<file path="src/rtl/rv_elastic_buffer.sv">
// rv_elastic_buffer
// Ready/valid FIFO elastic buffer with one cycle of latency and no pass-through.
// ready_in and valid_out come from registered state only, so the block
// breaks the combinational handshake paths in both directions.
//
// Ports
//   clk        : single clock, rising edge
//   reset      : asynchronous, active-low reset
//   valid_in   : producer presents data_in
//   ready_in   : buffer can accept an entry this cycle (count != SIZE)
//   data_in    : write payload
//   valid_out  : data_out holds the oldest stored entry (count != 0)
//   ready_out  : consumer takes data_out this cycle
//   data_out   : oldest entry (don't-care while valid_out = 0)
//   count      : number of stored entries, 0..SIZE
module rv_elastic_buffer #(
  parameter int DATAW = 8,
  parameter int SIZE  = 4,
  parameter int ADDRW = $clog2(SIZE)
) (
  input  logic             clk,
  input  logic             reset,
  input  logic             valid_in,
  output logic             ready_in,
  input  logic [DATAW-1:0] data_in,
  output logic             valid_out,
  input  logic             ready_out,
  output logic [DATAW-1:0] data_out,
  output logic [ADDRW:0]   count
);

  localparam logic [ADDRW:0] FULL_CNT = (ADDRW+1)'(SIZE);

  logic [DATAW-1:0] mem_q [SIZE];
  logic [ADDRW-1:0] wr_ptr_q, wr_ptr_d;
  logic [ADDRW-1:0] rd_ptr_q, rd_ptr_d;
  logic [ADDRW:0]   count_q, count_d;
  logic             push, pop;

  assign ready_in  = (count_q != FULL_CNT);
  assign valid_out = (count_q != '0);
  assign data_out  = mem_q[rd_ptr_q];
  assign count     = count_q;

  // When empty, valid_out is low so a simultaneous ready_out cannot pop:
  // the incoming entry only becomes visible after the edge.
  assign push = valid_in && ready_in;
  assign pop  = valid_out && ready_out;

  always_comb begin
    wr_ptr_d = wr_ptr_q;
    rd_ptr_d = rd_ptr_q;
    count_d  = count_q;
    if (push) wr_ptr_d = wr_ptr_q + ADDRW'(1);
    if (pop)  rd_ptr_d = rd_ptr_q + ADDRW'(1);
    case ({push, pop})
      2'b10:   count_d = count_q + (ADDRW+1)'(1);
      2'b01:   count_d = count_q - (ADDRW+1)'(1);
      default: count_d = count_q;
    endcase
  end

  always_ff @(posedge clk or negedge reset) begin
    if (!reset) begin
      wr_ptr_q <= '0;
      rd_ptr_q <= '0;
      count_q  <= '0;
    end else begin
      wr_ptr_q <= wr_ptr_d;
      rd_ptr_q <= rd_ptr_d;
      count_q  <= count_d;
    end
  end

  // Storage is deliberately left unreset; the pointers alone define validity.
  always_ff @(posedge clk) begin
    if (push) mem_q[wr_ptr_q] <= data_in;
  end

endmodule
</file>
<file path="config.mk">
export PLATFORM = sky130hd
export DESIGN_NAME = rv_elastic_buffer
export DESIGN_NICKNAME = d
export VERILOG_FILES = /design/src/rtl/rv_elastic_buffer.sv
export SDC_FILE = /design/constraint.sdc
export NUM_CORES = 1
export LEC_CHECK = 0
export CELL_PAD_IN_SITES_DETAIL_PLACEMENT = 1
export CELL_PAD_IN_SITES_GLOBAL_PLACEMENT = 1
export CORE_MARGIN = 3
export CORE_UTILIZATION = 37
export CTS_CLUSTER_SIZE = 14
export DETAILED_ROUTE_END_ITERATION = 8
export DONT_BUFFER_PORTS = 1
export GPL_ROUTABILITY_DRIVEN = 0
export PLACE_DENSITY_LB_ADDON = 0.1
export SLEW_MARGIN = 20
export SYNTH_ARGS = -nofsm -noshare
export SYNTH_HDL_FRONTEND = slang
export SYNTH_SLANG_ARGS = --single-unit
</file>
<file path="constraint.sdc">
create_clock -name clk -period 3.1 [get_ports clk]
set_clock_uncertainty 0.2 [all_clocks]
set_input_delay 0.465 -clock clk [delete_from_list [all_inputs] [get_ports clk]]
set_output_delay 0.465 -clock clk [all_outputs]
set_load 0.1 [all_outputs]
</file>
### Yosys cells after proc, flatten, opt, wreduce, memory -nomap -nowiden

Memories as Yosys holds them, arrays and structs flattened.
Index checks and enable logic that the tools add are counted.
Widths: inputs -> output; s select.

| storage, ports and cells | value |
|---|---|
| memories | 1 |
| register bits | 7 |
| logic and storage cells | 18 |
| memory bits (writable) | 32 |
| output and inout bits | 13 |

Memory list:

| memory | words | width | rd ports | clocked after Yosys merged registers in | write ports | RTL line | RTL |
|---|---|---|---|---|---|---|---|
| mem_q | 4 | 8 | 1 | 0 | 1 | 34 | `logic [DATAW-1:0] mem_q [SIZE];` |

| cells by class | value |
|---|---|
| reduce and logical (&&, ||, !) cells | 4 |
| mux-type cells | 3 |
| equal/unequal tests | 3 |
| $add $sub $neg | 4 |

Operators with widths:

| cell | count |
|---|---|
| $pmux 3 s2 | 1 |
| $add 2x1->2 const B | 2 |
| $add 3x1->3 const B | 1 |
| $ne 3x3->1 const B | 1 |
| $reduce_bool 3->1 | 1 |
| $sub 3x1->3 const B | 1 |
| $eq 2x1->1 const B | 1 |
| $eq 2x2->1 const B | 1 |
| $logic_and 1x1->1 | 2 |
| $mux 1 | 2 |
| $reduce_bool 2->1 | 1 |

### Depth between registers and ports, before layout

Gate-level depths: netlist of run 1.

| logic depth | value |
|---|---|
| depth in word-level cells | 4 |
| gate-level depth with buffers | 9 |
| gate-level depth less buffers | 9 |

### Least setup slack after synthesis of run 1

Ideal clock, no wire load.

| timing path | value |
|---|---|
| path type | reg-to-reg |
| start point | register count_q[2] (netlist: count[2]) |
| end point | register count_q[2] (netlist: count[2]) |
| data arrival time | 2,752 ps |
| cell stages (with the launch flop) | 10 |
| path slack | -14 ps |
| period minus slack after synthesis | 3,114 ps |
| setup time | 162 ps |
| buffers on the path | 0 |
| cell sequence | dfrtp_1 -> or3b_4 -> and2_4 -> inv_1 -> ha_1 -> inv_1 -> fa_1 -> xor2_1 -> nor2_1 -> xor2_1 |

| between the ends | value |
|---|---|
| longest elaborated chain between the ends | 4 |

Ends and longest elaborated chain:

| item | RTL line | RTL |
|---|---|---|
| start, declared | 37 | `logic [ADDRW:0] count_q, count_d;` |
| start signal, assigned | 71 | `count_q <= count_d;` |
| $ne 3x3->1 (*) | 40 | `assign ready_in = (count_q != FULL_CNT);` |
| net ready_in | 24 | `output logic ready_in,` |
| $logic_and 1x1->1 (*) | 47 | `assign push = valid_in && ready_in;` |
| $eq 2x1->1 or $eq 2x2->1 (tied branches) | 56 | `case ({push, pop})` |
| $pmux 3 s2 or $reduce_bool 2->1 (tied branches) | -- |  |

The timed path passes the listed nets; every way through them passes the cells marked *.
A chain may end at the register's enable or synchronous reset.

### Final worst setup path of run 1

| timing path | value |
|---|---|
| start point | register count_q[0] (netlist: count[0]) |
| end point | register count_q[2] (netlist: count[2]) |

Same word-level chain as after synthesis.

==> metrics.txt, run 1 <==
CTS sink cnt 39; cells after synthesis 79; Total Die Area 5091 µm²; io pins 25; WL/cell 19.01 µm; Initial DRC Count 90; RSZ-0062 raised after global routing false; Hold Path Class in -> reg; Avg Cell Area, Syn 20.00 µm²; post-DP HPWL 1.810 mm; Post-DRT Antenna Nets 0; Pre-antenna DRT Iters 2; yosys warns 0; CTS max path bufs 2; post-synthesis cell area 1580 µm²; final setup TNS 0 ps; layout cell share with drive strength beyond 1 32.22%; Max-slew headroom 58.99%; Fin. Hold Viols 0; P&R area growth vs syn 13.14%; Worst Path Max Fanout 6; Tot GR Track Use 11.85%; Placement Setup Slack 498.9 ps; vias in the first global route 794; Rows 23; Unique masters post-synth 19; Crit-path slowest cell or3b_4; final setup fails 0; ANT cells 0; worst-skew pair later-pin latency 280 ps; crit-path cells or3b_4 > and2_4 > inv_1 > ha_1 > inv_1 > fa_1 > xor2_1 > nor2_1 > xor2_1; slowest cell delay on critical path 570 ps; worst slew pin tran 615.2 ps; final worst-path cycle share 84.03%; Startpoint Class flip-flop; Clk Tree Root Cell clkbuf_8; max_cap viols 0; CTS tree yes; fill count 387; DRC viols 0; largest net degree at the start of global routing 14; CTS buffer count 5; highest clock rate 0.3839 GHz; Arr. time, crit path 2610 ps; vias per cell 5.000; Post-CTS Setup Bufs 0; Worst Setup End Kind flip-flop; first-pass GRT wire length 4.312 mm; initial antenna violation count 0; Seq cells post-synth 39; Crit path required time 3100 ps; Die Ht 71.35 µm; status complete, no violations; die width 71.35 µm; CORE AREA 4058 µm²; Seq/Total Area, Yosys 71.89%; fin. max-slew vios 0; Port Buffers 0; gr ovfl total 0; minimum clock period 2605 ps; Final nets 107; Starting Density 38.95%; setup ws final 495.2 ps; Mapped Nets 97; WL final 2.662 mm; H-tree depth 2; total number of vias 700; crit path kind reg -> reg; clock slew at reported path FFs 80 ps
==> what timing repair did <==
action,CTS,global route
hold buffers,1,0
endpoints found under the setup margin,0,0
gates resized for setup,0,0
endpoints found under the hold margin,7,0
==> per-stage QoR <==
stage          instances  cell area, µm²  util [%]  hold slack [ps]
4_1_cts              140            1788     44.06            56.75
2_1_floorplan         79            1582         -           -30.59
5_1_grt              140            1788     44.06            49.18
3_5_place_dp         131            1665     41.04           -30.44
3_3_place_gp         131            1665     41.04           -30.40
6_report             140            1788     44.06            67.50
==> metal layers <==
| metal | wire length, µm | GRT usage (%) | vias to the layer above |
|---|---|---|---|
| met1 | 1176 | 14.77 | 358 |
| met2 | 1263 | 18.06 | 18 |
| met5 | 0 | 0 | - |
| met4 | 29 | 4.384 | 0 |
| met3 | 192 | 5.610 | 4 |
| li1 | - | - | 320 |
==> kinds of logic after synthesis <==
| kind of cell | Yosys count | share of synthesized area (%) |
|---|---|---|
| buffers and inverters | 8 | 1.979 |
| flip-flops | 39 | 71.89 |
| multiplexers | 10 | 12.98 |
| AND/OR/NAND/NOR | 10 | 4.592 |
| XOR/XNOR | 6 | 3.326 |
| adder cells (fa/ha/maj) | 6 | 5.226 |
==> area by class of cell <==
type,count,area [µm²],share of cell area [%]
Clock buffer,5,68.82,3.849
Clock inverter,3,43.79,2.449
Inverter,6,22.52,1.260
Multi-Input combinational cell,32,412.9,23.09
Sequential cell,39,1137,63.61
Tap cell,50,62.56,3.499
Timing Repair Buffer,5,40.04,2.239
==> flip-flops by register name, summed over array words and instances, names as in the netlist <==
signal,count
count,3
mem_q,32
rd_ptr_q,2
wr_ptr_q,2
==> worst max-delay path: cells and delay by family (launching register included) <==
kind	cells	cell delay, ps
simple gates	3	930
fa+ha+maj	2	550
flops	1	430
xor+xnor	2	310
buf+inv	2	110
==> layout by cell type (no fill, tap or decap) <==
cell type      Yosys  layout
edfxtp_1          32      32
mux4_2             8       8
inv_1              6       6
dfrtp_1            7       6
ha_1               5       5
clkbuf_8           0       5
and3_2             4       4
buf_4              0       4
xnor2_1            3       3
xor2_1             3       3
or3b_4             1       1
or3_2              1       1
and2_1             1       1
and2_4             1       1
mux2i_1            1       1
mux2_4             1       1
nand3_1            1       1
nor2_1             1       1
fa_1               1       1
bufinv_16          0       1
clkinv_4           0       1
clkinv_2           0       1
dfrtp_2            0       1
dlygate4sd3_1      0       1
==> path summary, 6_finish.rpt <==
| path | start | end | slack (ps) | cells past startpoint |
|---|---|---|---|---|
| max | count[0]$_DFFE_PN0P_ | count[2]$_DFFE_PN0P_ | 500 | 9 |
| min | data_in[7] | mem_q[0][7]$_DFFE_PP_ | 70 | 0 |
| min reg2reg | count[0]$_DFFE_PN0P_ | count[0]$_DFFE_PN0P_ | 350 | 1 |
| max in group asynchronous | reset | count[2]$_DFFE_PN0P_ | 2090 | 1 |
| max reg2reg | count[0]$_DFFE_PN0P_ | count[2]$_DFFE_PN0P_ | 500 | 9 |
| min in group asynchronous | reset | count[1]$_DFFE_PN0P_ | 320 | 1 |
==> Yosys cell counts (all sizes together) <==
cell    count  area share, %
nand3       1           0.32
or3         1           0.48
fa          1            1.3
or3b        1           0.71
and3        4            1.9
mux4        8             11
and2        2           0.95
xor2        3            1.7
xnor2       3            1.7
nor2        1           0.24
buf         2           0.55
inv         6            1.4
ha          5            4.0
edfxtp     32             61
mux2        1           0.95
dfrtp       7             11
mux2i       1           0.63
Power of run 1 is not shown: default switching activity piles up to over one toggle a cycle in this logic, so the estimate is an artifact.
==> run 2: changes to the inputs <==
==> constraint.sdc (replaced) <==
create_clock -name clk -period 2.7 [get_ports clk]
set_clock_uncertainty 0.2 [all_clocks]
set_input_delay 0.405 -clock clk [delete_from_list [all_inputs] [get_ports clk]]
set_output_delay 0.405 -clock clk [all_outputs]
set_load 0.1 [all_outputs]
==> run 2 against run 1 <==
First-iteration DRC count decreased by 37%. Maximum frequency rose by 8.7%. Setup slack lost 190 ps. Clock-buffer cell count unchanged. Hold slack gained 32 ps. Routed wire length rose by 7.2%. Sequential cell count unchanged. Cell count grew 7.1%. Sequential share of layout area is 3.7 points lower. Register-to-register slack worse by 190 ps. Via count up 7.3%. Utilization grew 3.0 points.
==> metrics.txt, run 2 (synthesized netlist as in run 1, its figures left out) <==
Tot GR Track Use 11.92% (+0.065 points); CTS tree yes; H-tree depth 2 (unchanged); vias per cell 5.007 (+0.13%); post-CTS sizing 0 (unchanged); RSZ-0062 raised after global routing false; crit-path cells or3b_4 > and2_4 > inv_2 > ha_4 > inv_2 > fa_2 > xor2_1 > nor2_1 > xor2_1; CTS buffer count 5 (unchanged); Clk Tree Root Cell clkbuf_8; worst slew pin tran 537.2 ps (-77.98 ps); Startpoint Class flip-flop; CORE AREA 4058 µm² (unchanged); clock slew at reported path FFs 70 ps (about the same); die width 71.35 µm (unchanged); Max-slew headroom 64.27% (+5.3 points); Initial DRC Count 57 (-37%); largest net degree at the start of global routing 14 (unchanged); ANT cells 0 (unchanged); CP Buf/Inv Count 2 (unchanged); Fin. Hold Viols 0 (unchanged); highest clock rate 0.4174 GHz (+8.7%); CTS sink cnt 39 (unchanged); Starting Density 38.95% (unchanged); Port Buffers 0 (unchanged); WL final 2.853 mm (+7.2%); Placement Setup Slack 334.9 ps (-164.0 ps); max reg flops 32 (unchanged); Post-CTS Setup Bufs 0 (unchanged); Post-DRT Antenna Nets 0 (unchanged); Rows 23 (unchanged); Die Ht 71.35 µm (unchanged); Final nets 117 (+9.3%); WL/cell 19.02 µm (about the same); layout cell share with drive strength beyond 1 37.00% (+4.8 points); hold path startpoint ready_out; Total Die Area 5091 µm² (unchanged); slowest cell delay on critical path 490 ps (-80 ps); R2R Setup Slk 300 ps (-190 ps); Crit path required time 2700 ps (-400 ps); most common cell after layout, fill and taps aside edfxtp_1; status complete, no violations; CTS max path bufs 2 (unchanged); Crit-path slowest cell dfrtp_4; P&R area growth vs syn 20.82%; gr ovfl total 0 (unchanged); DRC viols 0 (unchanged); final setup TNS 0 ps (unchanged); minimum clock period 2396 ps (-209.1 ps); vias in the first global route 816 (+2.8%); total number of vias 751 (+7.3%); final setup fails 0 (unchanged); max_cap viols 0 (unchanged); commonest non-fill, non-tap cells in the layout 32 x edfxtp_1, 9 x dlygate4sd3_1, 8 x mux4_2, 6 x buf_4, 5 x clkbuf_8; Inst Count DP 133 (+1.5%); Worst Path Max Fanout 3 (-3); post-route insts no fill 150 (+7.1%); final worst-path cycle share 88.73% (+4.7 points); RR Endpoint count[2]$_DFFE_PN0P_; R2R cell count 9 (unchanged); hold buffer count at CTS 9 (+8); setup ws final 304.2 ps (-190.9 ps); crit path kind reg -> reg; post-DP HPWL 1.913 mm (+5.7%); initial antenna violation count 0 (unchanged); Hold Path End rd_ptr_q[1]$_DFFE_PN0P_; Hold Path Class in -> reg; Pre-antenna DRT Iters 4 (+2); io pins 25 (unchanged); fill count 386 (-0.26%); worst-skew pair later-pin latency 280 ps (about the same); Worst Setup End Kind flip-flop; Arr. time, crit path 2400 ps (-210 ps); fin. max-slew vios 0 (unchanged); first-pass GRT wire length 4.360 mm (+1.1%); Top delay family on crit path simple AND/OR/NAND/NOR gates; largest reg by FF count mem_q; Hold Crit Depth 2 (+2); reg-to-reg startpoint count[0]$_DFFE_PN0P_
==> run 2: per-stage QoR <==
step | cell area, µm² | hold WS, ps | util [%]
2_1_floorplan | 1608 | -90.59 | -
3_3_place_gp | 1707 | -90.40 | 42.06
6_report | 1909 | 99.52 | 47.06
4_1_cts | 1909 | 87.63 | 47.06
3_5_place_dp | 1707 | -90.44 | 42.06
5_1_grt | 1909 | 114.8 | 47.06
==> run 2: how the worst max path moves through the flow <==
stage / startpoint / to / slack (ps) / depth (start not counted)
finish: count[0]$_DFFE_PN0P_ / count[2]$_DFFE_PN0P_ / 300 / 9
global route: count[0]$_DFFE_PN0P_ / count[2]$_DFFE_PN0P_ / 240 / 9
CTS: count[0]$_DFFE_PN0P_ / count[2]$_DFFE_PN0P_ / 310 / 9
detailed placement: count[0]$_DFFE_PN0P_ / count[2]$_DFFE_PN0P_ / 330 / 9
global placement: count[0]$_DFFE_PN0P_ / count[2]$_DFFE_PN0P_ / 350 / 9
floorplan: count[0]$_DFFE_PN0P_ / count[2]$_DFFE_PN0P_ / -2 / 9
==> run 2: cell type report <==
cell class                      count  area (µm²)  area share (%)
Sequential cell                    39        1145           59.96
Inverter                            6       22.52           1.180
Clock buffer                        5       68.82           3.604
Tap cell                           50       62.56           3.277
Clock inverter                      3       43.79           2.294
Multi-Input combinational cell     32       431.7           22.61
Timing Repair Buffer               15       135.1           7.077
==> run 2: layer usage <==
metal | wire length (µm) | GRT usage [%] | vias up
met5 | 0 | 0 | -
met4 | 29 | 3.758 | 0
met3 | 151 | 3.927 | 3
met2 | 1364 | 18.47 | 20
met1 | 1307 | 15.97 | 388
li1 | - | - | 340
Power of run 2 is left out for the same reason.
==> run 3: changes to the inputs <==
--- a/config.mk
+++ b/config.mk
@@ -5,6 +5,7 @@
 export SDC_FILE = /design/constraint.sdc
 export NUM_CORES = 1
 export LEC_CHECK = 0
+export ABC_AREA = 1
 export CELL_PAD_IN_SITES_DETAIL_PLACEMENT = 1
 export CELL_PAD_IN_SITES_GLOBAL_PLACEMENT = 1
 export CORE_MARGIN = 3
@@ -13,7 +14,7 @@
 export DETAILED_ROUTE_END_ITERATION = 8
 export DONT_BUFFER_PORTS = 1
 export GPL_ROUTABILITY_DRIVEN = 0
-export PLACE_DENSITY_LB_ADDON = 0.1
+export PLACE_DENSITY = 0.65
 export SLEW_MARGIN = 20
 export SYNTH_ARGS = -nofsm -noshare
 export SYNTH_HDL_FRONTEND = slang
==> constraint.sdc (replaced) <==
create_clock -name clk -period 2 [get_ports clk]
set_clock_uncertainty 0.2 [all_clocks]
set_input_delay 0.3 -clock clk [delete_from_list [all_inputs] [get_ports clk]]
set_output_delay 0.3 -clock clk [all_outputs]
set_load 0.1 [all_outputs]
==> run 3 against run 2 <==
Synthesized cell count increased by 92%. Final area is 19% higher. Non-clock buffer count grew 17. Hold slack got worse by 87 ps. Sequential cell count unchanged. Critical path type is now reg -> out. Critical endpoint is now data_out[3]. Largest cell class unchanged.
==> metrics.txt, run 3 <==
Initial DRC Count 52 (-8.8%); slowest cell delay on critical path 480 ps (about the same); fin. max-slew vios 0 (unchanged); vias in the first global route 1247 (+53%); Yosys top cell by area edfxtp_1; largest net degree at the start of global routing 18 (+4); Post-DRT Antenna Nets 0 (unchanged); die width 74.66 µm (+4.6%); CTS sink cnt 39 (unchanged); Crit-path slowest cell dfrtp_1; initial antenna violation count 0 (unchanged); worst-skew pair later-pin latency 280 ps (about the same); final core occ 51.15% (+4.1 points); Synth top cells by count 40 x nand2_1, 32 x edfxtp_1, 28 x inv_1, 16 x o211ai_1, 7 x dfrtp_1; vias per cell 4.850 (-3.1%); largest reg by FF count mem_q; RR Endpoint count[2]$_DFFE_PN0P_; Async SR Flop Fraction 17.95% (unchanged); Fin. Hold Viols 0 (unchanged); CTS max path bufs 2 (unchanged); crit path kind reg -> out; commonest non-fill, non-tap cells in the layout 39 x nand2_1, 32 x edfxtp_1, 27 x inv_1, 16 x o211ai_1; Avg Cell Area, Syn 11.47 µm² (-43%); first-pass GRT wire length 5.892 mm (+35%); Die Ht 74.66 µm (+4.6%); post-DP HPWL 2.620 mm (+37%); Placement Setup Slack 104.8 ps (-230.0 ps); R2R cell count 12 (+3); WL/cell 14.96 µm (-21%); top cells by area, synth edfxtp_1 55%, dfrtp_1 10%, nand2_1 8.6%, o211ai_1 6.9%, inv_1 6.0%; CTS tree yes; Seq/Total Area, Yosys 65.14% (-6.8 points); reg-to-reg startpoint count[2]$_DFFE_PN0P_; Startpoint Class flip-flop; io pins 25 (unchanged); clock slew at reported path FFs 70 ps (about the same); Unique masters post-synth 18 (-1); layout cell share with drive strength beyond 1 22.87% (-14 points); Inst Count DP 220 (+65%); max_cap viols 0 (unchanged); minimum clock period 1937 ps; worst slew pin tran 389.1 ps (-148.1 ps); setup ws final 63.23 ps (-241.0 ps); Seq cells post-synth 39 (unchanged); Post-synth EDFFs 32 (unchanged); Port Buffers 0 (unchanged); Arr. time, crit path 1440 ps (-960 ps); Hold Crit Depth 3 (+1); Mapped Nets 170 (+75%); gr ovfl total 0 (unchanged); status complete, no violations; Final Hold Slack 12.44 ps (-87.08 ps); Total Die Area 5574 µm² (+9.5%); total number of vias 1164 (+55%); max reg flops 32 (unchanged); CORE AREA 4444 µm² (+9.5%); predominant post-synthesis flop cell edfxtp_1; top cell type's share of synthesized area 55.09% (-5.7 points); CP Buf/Inv Count 2 (unchanged); cells after synthesis 152 (+92%); Top delay family on crit path flip-flops; CTS buffer count 5 (unchanged); Pre-antenna DRT Iters 4 (unchanged); crit-path cells inv_2 > o211ai_1 > nand2_1 > buf_12; WL final 3.590 mm (+26%); Tot GR Track Use 14.34% (+2.4 points); most common cell after layout, fill and taps aside nand2_1; Hold Path End rd_ptr_q[0]$_DFFE_PN0P_; Worst Setup End Kind output port; final setup fails 0 (unchanged); Crit path required time 1500 ps (-1200 ps); Final nets 205 (+75%); post-synthesis cell area 1744 µm² (+10%); yosys warns 0 (unchanged); hold path startpoint ready_out; Max-slew headroom 73.97% (+9.7 points); R2R Setup Slk 90 ps (-210 ps); Starting Density 39.25% (+0.30 points); Clk Tree Root Cell clkbuf_8; most numerous cell in the Yosys netlist nand2_1; Rows 24 (+4.3%); P&R area growth vs syn 30.34%; Worst Path Max Fanout 9 (+6); RSZ-0062 raised after global routing true; Hold Path Class in -> reg; final worst-path cycle share 96.84%; post-route insts no fill 240 (+60%); highest clock rate 0.5163 GHz; H-tree depth 2 (unchanged); ANT cells 0 (unchanged); DRC viols 0 (unchanged)
-- run 3: changes by cell type in the layout (fill, tap and decap cells not counted), sizes merged, moves of 3 or more --
cell | before | now
o211ai | 0 | 16
xor2 | 3 | 0
mux4 | 8 | 0
nor2 | 1 | 4
nand2 | 0 | 41
and3 | 4 | 0
nand3 | 1 | 7
buf | 6 | 21
inv | 6 | 32
-- run 3: cells by family after synthesis --
kind of cell | count (synthesis) | share of synthesized area, %
AND/OR/NAND/NOR | 53 | 13.06
flip-flops | 39 | 65.14
buffers and inverters | 36 | 9.397
AO/OA/AOI/OAI | 17 | 7.174
adder cells (fa/ha/maj) | 6 | 4.735
XOR/XNOR | 1 | 0.5022
-- run 3: routing by layer --
layer | share of wire (%) | vias to the layer above | track usage [%] | wire length, µm
li1 | - | 574 | - | -
met1 | 43 | 568 | 17.14 | 1542
met2 | 53 | 16 | 25.07 | 1896
met3 | 3.1 | 6 | 4.272 | 110
met4 | 1.1 | 0 | 4.150 | 40
met5 | 0 | - | 0 | 0
-- run 3: metrics by stage --
stage	setup TNS (ps)	area [µm²]
final	0	2273
after global routing	-31.05	2273
after CTS	0	2258
after detailed placement	0	2064
after global placement	0	2064
after floorplan	-3752	1793
-- run 3: worst max-delay path by stage --
stage	start	endpoint	slack [ps]	cells past startpoint
global placement	count[2]$_DFFE_PN0P_	count[1]$_DFFE_PN0P_	150	8
floorplan	count[1]$_DFFE_PN0P_	count[2]$_DFFE_PN0P_	-350	10
CTS	rd_ptr_q[0]$_DFFE_PN0P_	data_out[3]	20	6
detailed placement	count[1]$_DFFE_PN0P_	count[2]$_DFFE_PN0P_	100	10
global route	rd_ptr_q[0]$_DFFE_PN0P_	data_out[3]	-20	6
finish	rd_ptr_q[1]$_DFFE_PN0P_	data_out[3]	60	4
-- run 3: final cells by class --
| cell class | count | area [µm²] |
|---|---|---|
| fill | 469 | 2171 |
| clock inverter | 3 | 15.01 |
| multi-input combinational | 77 | 476.7 |
| clock buffer | 5 | 68.82 |
| timing repair buffer | 32 | 375.4 |
| inverter | 32 | 125.1 |
| sequential | 39 | 1147 |
| tap | 52 | 65.06 |
-- run 3: tightest hold or removal path: stages --
cell and delay [ps]:
nand2_2 40, nand2_1 60, nand2_1 50
-- run 3: repair_timing --
item,CTS,global route
setup buffers,0,1
endpoints found under the hold margin,42,0
setup endpoints to repair,0,8
gates resized for setup,0,2
hold buffers,11,0
Power of run 3 is left out for the same reason.
